**config.mk**
```make
export PLATFORM = sky130hd
export DESIGN_NAME = uart_tx
export DESIGN_NICKNAME = d
export VERILOG_FILES = /design/src/rtl/uart_tx.sv
export SDC_FILE = /design/constraint.sdc
export NUM_CORES = 1
export LEC_CHECK = 0
export ABC_AREA = 1
export CAP_MARGIN = 0
export CORE_MARGIN = 10
export CORE_UTILIZATION = 40
export CTS_CLUSTER_SIZE = 12
export DETAILED_ROUTE_END_ITERATION = 8
export HOLD_SLACK_MARGIN = 0.02
export PLACE_DENSITY_LB_ADDON = 0.12
export SYNTH_ARGS = -nofsm -noshare
export SYNTH_HDL_FRONTEND = slang
export SYNTH_SLANG_ARGS = --single-unit
```
**constraint.sdc**
```tcl
create_clock -name clk -period 5.55 [get_ports clk]
set_input_delay 0.8325 -clock clk [delete_from_list [all_inputs] [get_ports clk]]
set_output_delay 0.8325 -clock clk [all_outputs]
set_load 0.02 [all_outputs]
```
**src/rtl/uart_tx.sv**
```systemverilog
// rtl/uart_tx.sv - UART transmitter with a one-entry holding register; optional parity bit under UART_TX_PARITY_EN
module uart_tx #(
    parameter int DATA_BITS  = 8,
    parameter int STOP_BITS  = 1,
    parameter int PARITY_ODD = 0
) (
    input  logic        clk,
    input  logic        rst_n,
    input  logic [31:0] baud_div,
    input  logic [7:0]  tx_data,
    input  logic        tx_valid,
    output logic        tx_ready,
    output logic        tx_pin,
    output logic        tx_busy,
    output logic        tx_done
);

`ifdef UART_TX_PARITY_EN
    typedef enum logic [2:0] {S_IDLE, S_START, S_DATA, S_PARITY, S_STOP} state_t;
`else
    typedef enum logic [2:0] {S_IDLE, S_START, S_DATA, S_STOP} state_t;
`endif

    localparam logic [3:0] LAST_DATA = 4'(DATA_BITS - 1);
    localparam logic [3:0] LAST_STOP = 4'(STOP_BITS - 1);

    state_t                 state_q, state_d;
    logic                   hold_full_q, hold_full_d;
    logic [DATA_BITS-1:0]   hold_data_q, hold_data_d;
    logic [DATA_BITS-1:0]   shift_q, shift_d;
    logic [31:0]            div_q, div_d;
    logic [31:0]            baud_cnt_q, baud_cnt_d;
    logic [3:0]             bit_cnt_q, bit_cnt_d;
    logic                   pin_q, pin_d;
    logic                   done_q, done_d;
`ifdef UART_TX_PARITY_EN
    logic                   par_q, par_d;
`endif

    logic        tick, last_data, last_stop, accept, load;
    logic [31:0] div_eff;
    logic        unused_tx_data;

    assign unused_tx_data = ^tx_data;
    assign tick      = (baud_cnt_q == 32'd0);
    assign last_data = (bit_cnt_q == LAST_DATA);
    assign last_stop = (bit_cnt_q == LAST_STOP);
    assign accept    = tx_valid && !hold_full_q;
    assign div_eff   = (baud_div == 32'd0) ? 32'd1 : baud_div;
    // A queued byte starts either from idle or straight out of the last stop bit.
    assign load      = hold_full_q &&
                       ((state_q == S_IDLE) || ((state_q == S_STOP) && tick && last_stop));

    assign tx_ready = !hold_full_q;
    assign tx_pin   = pin_q;
    assign tx_busy  = (state_q != S_IDLE);
    assign tx_done  = done_q;

    always_ff @(posedge clk or negedge rst_n) begin
        if (!rst_n) state_q <= S_IDLE;
        else        state_q <= state_d;
    end

    always_comb begin
        state_d = state_q;
        case (state_q)
            S_IDLE:   if (hold_full_q) state_d = S_START;
            S_START:  if (tick) state_d = S_DATA;
`ifdef UART_TX_PARITY_EN
            S_DATA:   if (tick && last_data) state_d = S_PARITY;
            S_PARITY: if (tick) state_d = S_STOP;
`else
            S_DATA:   if (tick && last_data) state_d = S_STOP;
`endif
            S_STOP:   if (tick && last_stop) state_d = hold_full_q ? S_START : S_IDLE;
            default:  state_d = S_IDLE;
        endcase
    end

    always_comb begin
        hold_full_d = hold_full_q;
        hold_data_d = hold_data_q;
        shift_d     = shift_q;
        div_d       = div_q;
        baud_cnt_d  = baud_cnt_q;
        bit_cnt_d   = bit_cnt_q;
        pin_d       = pin_q;
        done_d      = 1'b0;
`ifdef UART_TX_PARITY_EN
        par_d       = par_q;
`endif
        if (state_q != S_IDLE) baud_cnt_d = tick ? div_q - 32'd1 : baud_cnt_q - 32'd1;
        if (accept) begin
            hold_full_d = 1'b1;
            hold_data_d = tx_data[DATA_BITS-1:0];
        end

        case (state_q)
            S_START: if (tick) begin
                pin_d     = shift_q[0];
                bit_cnt_d = 4'd0;
            end
            S_DATA: if (tick) begin
                if (last_data) begin
`ifdef UART_TX_PARITY_EN
                    pin_d = par_q;
`else
                    pin_d = 1'b1;
`endif
                    bit_cnt_d = 4'd0;
                end else begin
                    shift_d   = shift_q >> 1;
                    pin_d     = shift_q[1];
                    bit_cnt_d = bit_cnt_q + 4'd1;
                end
            end
`ifdef UART_TX_PARITY_EN
            S_PARITY: if (tick) begin
                pin_d     = 1'b1;
                bit_cnt_d = 4'd0;
            end
`endif
            S_STOP: if (tick) begin
                if (last_stop) begin
                    done_d     = 1'b1;
                    baud_cnt_d = 32'd0;
                end else begin
                    bit_cnt_d = bit_cnt_q + 4'd1;
                end
            end
            default: ;
        endcase

        if (load) begin
            hold_full_d = accept;
            shift_d     = hold_data_q;
            div_d       = div_eff;
            baud_cnt_d  = div_eff - 32'd1;
            bit_cnt_d   = 4'd0;
            pin_d       = 1'b0;
`ifdef UART_TX_PARITY_EN
            par_d       = (^hold_data_q) ^ (PARITY_ODD != 0);
`endif
        end
    end

    always_ff @(posedge clk or negedge rst_n) begin
        if (!rst_n) begin
            hold_full_q <= 1'b0;
            hold_data_q <= '0;
            shift_q     <= '0;
            div_q       <= 32'd1;
            baud_cnt_q  <= 32'd0;
            bit_cnt_q   <= 4'd0;
            pin_q       <= 1'b1;
            done_q      <= 1'b0;
`ifdef UART_TX_PARITY_EN
            par_q       <= 1'b0;
`endif
        end else begin
            hold_full_q <= hold_full_d;
            hold_data_q <= hold_data_d;
            shift_q     <= shift_d;
            div_q       <= div_d;
            baud_cnt_q  <= baud_cnt_d;
            bit_cnt_q   <= bit_cnt_d;
            pin_q       <= pin_d;
            done_q      <= done_d;
`ifdef UART_TX_PARITY_EN
            par_q       <= par_d;
`endif
        end
    end

endmodule

```
==> results <==
- The run finished with clean final reports.
- The worst setup path is of the register to register kind.
- Ranked by instance count, the synthesized netlist is headed by sky130_fd_sc_hd__nand2_1 (309), sky130_fd_sc_hd__inv_1 (129), sky130_fd_sc_hd__nor2_1 (127).
- Together, buffers and inverters on the worst path number 1.
- The biggest fanout along the worst timing path is 40.
- The total area inside the core boundary comes to 0.0157 mm².
- The post-synthesis average cell area is 6.40 µm².
- The total negative slack for setup checks is 0 ns.
- The top cell type's share of synthesized area is 34.2%.
- Subtracting the final worst setup slack from the clock period gives 3.85 ns.
- The clock tree buffer depth is 2.
- For this block, the via count after detailed routing is 6263.
- The total congestion overflow after global routing is 0.
- Once detail routing completed, the nets flagged for antenna violations numbered 0.
- Between clock sinks in the finished design, the worst skew comes to 0.00921 ns.
- The H-tree was split into 3 levels.
- The clock buffer count from CTS is 9.
- Setup repair after global routing left no endpoint under its margin.
- The transition time at the pin with the least slew margin is 0.932 ns.
- After routing the design area is 0.00724 mm².
- Hold is met by 0.420 ns.
- The cell repeated most along the worst path is sky130_fd_sc_hd__nand2_1.
- The placement-stage cell area is 0.00694 mm².
- Hold repair after CTS inserted 0 buffers.
- In this run, synthesis inferred 0 flip-flops with an integrated enable.
- CTS placed an instance of sky130_fd_sc_hd__clkbuf_16 at the clock tree root.
- The warning count from the yosys run is 0.
- After detailed routing, the number of remaining DRC violations is 0.
- The slowest stage of the critical path belongs to the cell sky130_fd_sc_hd__inv_2.
- The x dimension of the die is 146 µm.
- The number of pins exceeding their max-slew limit in the final report is 0.
- STA classifies the critical path startpoint as a register.
- sky130_fd_sc_hd__nand2_1 is the most common cell in the netlist.
- The global-route track usage on met2 is 27.5%.
- The leakage power summed over all cells is 3.49 nW.
- TritonCTS built the clock tree.
- The detailed placer's ending HPWL is 14500 µm.
- After clock tree synthesis, the setup repair step added 0 buffers.
- Setup violations remaining at the end of the flow were counted as 0.
- The I/O pin total is 47.
- Of the cells placed in the final design, the portion with a size suffix greater than 1 is 6.21%.
- The cell family contributing the most delay on the critical path is simple AND/OR/NAND/NOR gates.
- At the worst endpoint, the required time is 5.76 ns.
- The via count of the first global-routing pass is 5970.
- The critical path arrival is 4.07 ns.
- The maximum single-stage delay on the critical path is 0.73 ns.
- The portion of the clock cycle consumed by the worst path in the final layout is 69.5%.
- The die is 146 µm tall.
- The post-synthesis async set-or-reset flop share is 100%.
- The floorplan die area is 0.0214 mm².
- The tightest min-delay check is of the primary input to async pin type.
- The sort of element at the end of the critical path is a register.
- The detailed router finished its first iteration with 510 violations.
- The number of distinct library cells after synthesis is 44.
- The least setup slack across all paths after layout is 1.70 ns.
- The cell count after synthesis is 995.
- The met1 routing resource usage after global routing is 25.8%.
- Ranked by total cell area, the synthesized netlist is headed by sky130_fd_sc_hd__dfrtp_1 (34%), sky130_fd_sc_hd__nand2_1 (18%), sky130_fd_sc_hd__inv_1 (7.6%), sky130_fd_sc_hd__nor2_1 (7.5%), sky130_fd_sc_hd__o21ai_0 (7.0%).
- The wire length of the first global-routing pass is 31600 µm.
- Power spread over the standard cell area amounts to 391 mW/mm².
- The number of nets in the synthesized netlist is 1046.
- The total length of routed wires is 19500 µm.
- The flip-flop and latch count after synthesis is 89.
- Measured against its own limit, the worst slew margin works out to 37.7%.
- The initial antenna violation count is 0.
- sky130_fd_sc_hd__dfrtp_1 takes more of the synthesized area than any other cell.
- The final layout net count is 1077.
- The clock transition time at the flip-flop clock pins of the worst setup and hold paths is 0.07 ns.
- The repair_antennas step left the layout with diodes totalling 0.
- The total of buffers placed on input and output ports is 46.
- The met3 track demand over resource is 3.71%.
- Traced cell by cell, the critical path runs through nor2_1 > nand2_1 > nor2_1 > nand2_1 > nor2_8 > nand3_2 > nand2_1 > nand2_2 > inv_2 > nor2_1 > nand2_1 > o221ai_1.
- Of the synthesized area, sequential elements account for 35.0%.
- The total iterations of the first detailed-routing run is 5.
- The growth of design area from synthesis to finish is 13.7%.
- The floorplan has 46 rows.
- Dividing the detail-routed via count by the number of cells gives 5.02.
- The overall track demand over capacity in global routing is 18.1%.
- OpenSTA, run right after detailed placement, puts the worst setup slack at 1.49 ns.
- The main flop type after synthesis is sky130_fd_sc_hd__dfrtp_1.
- Clock tree synthesis found a total of 89 sinks.
- IR analysis of the VDD net gives a maximum drop of 0.219 mV.
- The clock reaches the later pin of the worst-skew pair after 0.35 ns.
- At the end of routability-driven placement, the weighted congestion stood at 0.931.
- Static timing analysis puts the maximum clock frequency at 0.259 GHz.
- In this run the most used layer during global routing was met2.
- The number of gates resized after CTS was 0.
- After synthesis the cells add up to 0.00637 mm².
- The starting density of the core is 40.5%.
- The maximum number of pins on one net before global-route repair is 59.
- The count of endpoints failing hold in the final timing report came to 0.
- Max-cap violations in this run came to 0.
- In the final routed layout, each cell accounts on average for 15.7 µm.
## routing by layer
metal,vias up,share of wire [%]
met1,2874,49
met3,14,6.0
li1,3224,-
met5,-,0
met2,151,44
met4,0,0.91
## worst reg2reg max path, delay by kind of cell (launching register included)
kind            cells  cell delay, ns
simple gates       10            2.49
compound gates      1            0.10
buf+inv             1            0.73
flops               1            0.40
## per-stage QoR
step	total power (W)	cells	utilization, %
after CTS	0.00284	1247	46.1
after detailed placement	0.00219	1231	44.1
final	0.00283	1247	46.1
after global routing	0.00309	1247	46.1
after floorplan	0.00186	995	-
after global placement	0.00218	1231	44.1
## layout by cell type, fill, tap and decap left out, types with 3 or more instances in the layout
cell type / count
sky130_fd_sc_hd__a21oi_1: 50
sky130_fd_sc_hd__nor3_1: 9
sky130_fd_sc_hd__clkbuf_16: 9
sky130_fd_sc_hd__nand3_1: 66
sky130_fd_sc_hd__inv_1: 129
sky130_fd_sc_hd__inv_6: 3
sky130_fd_sc_hd__nor2_1: 127
sky130_fd_sc_hd__nand4_1: 10
sky130_fd_sc_hd__o21ai_0: 89
sky130_fd_sc_hd__ha_1: 8
sky130_fd_sc_hd__a21oi_2: 3
sky130_fd_sc_hd__dfrtp_1: 87
sky130_fd_sc_hd__o211ai_1: 7
sky130_fd_sc_hd__nor2_2: 10
sky130_fd_sc_hd__nand2_2: 19
sky130_fd_sc_hd__o21ai_1: 3
sky130_fd_sc_hd__buf_4: 6
sky130_fd_sc_hd__o221ai_1: 4
sky130_fd_sc_hd__clkdlybuf4s50_1: 45
sky130_fd_sc_hd__nand2_1: 309
sky130_fd_sc_hd__xor2_1: 4
## cell families (layout without fill, tap and decap cells)
| kind of cell | Yosys count | after routing | share of synthesized area, % |
|---|---|---|---|
| buffers and inverters | 162 | 198 | 10.8 |
| DFF | 89 | 89 | 35.0 |
| muxes | 2 | 2 | 0.354 |
| and+or+nand+nor | 560 | 560 | 37.0 |
| adders and majority gates | 8 | 8 | 1.57 |
| AOI/OAI and AO/OA | 169 | 169 | 14.5 |
| xor gates and xnor gates | 5 | 5 | 0.688 |
## flip-flops by register name, indices dropped and copies added, names as in the netlist
name and count:
baud_cnt_q 32, bit_cnt_q 4, shift_q 8, tx_pin 1
div_q 32, hold_full_q 1, tx_done 1, state_q 2
hold_data_q 8
## area by class of cell
class | count | area, µm²
clock inverters | 6 | 73.8
flip-flops and latches | 89 | 2230
fillers | 1642 | 8470
clock buffers | 10 | 229
repair buffers | 51 | 495
well taps | 216 | 270
inverters | 131 | 492
multi-input cells | 744 | 3450
## power by group
part	switching, W	internal (W)	total (W)
clock network	0.000282	0.000356	0.000638
registers	0.000175	0.000924	0.00110
logic	0.000726	0.000372	0.00110
total	0.00118	0.00165	0.00283
## final timing paths
check | from | end | slack (ns) | depth (start not counted)
max reg2reg | baud_cnt_q[20]$_DFF_PN0_ | shift_q[3]$_DFFE_PN0P_ | 1.70 | 12
max | baud_cnt_q[20]$_DFF_PN0_ | shift_q[3]$_DFFE_PN0P_ | 1.70 | 12
min reg2reg | div_q[31]$_DFFE_PN0P_ | div_q[31]$_DFFE_PN0P_ | 0.49 | 2
max in group asynchronous | rst_n | baud_cnt_q[22]$_DFF_PN0_ | 4.02 | 2
min in group clk | div_q[31]$_DFFE_PN0P_ | div_q[31]$_DFFE_PN0P_ | 0.49 | 2
min | rst_n | baud_cnt_q[30]$_DFF_PN0_ | 0.42 | 1
Note: power is estimated with default switching activity, not from simulation.
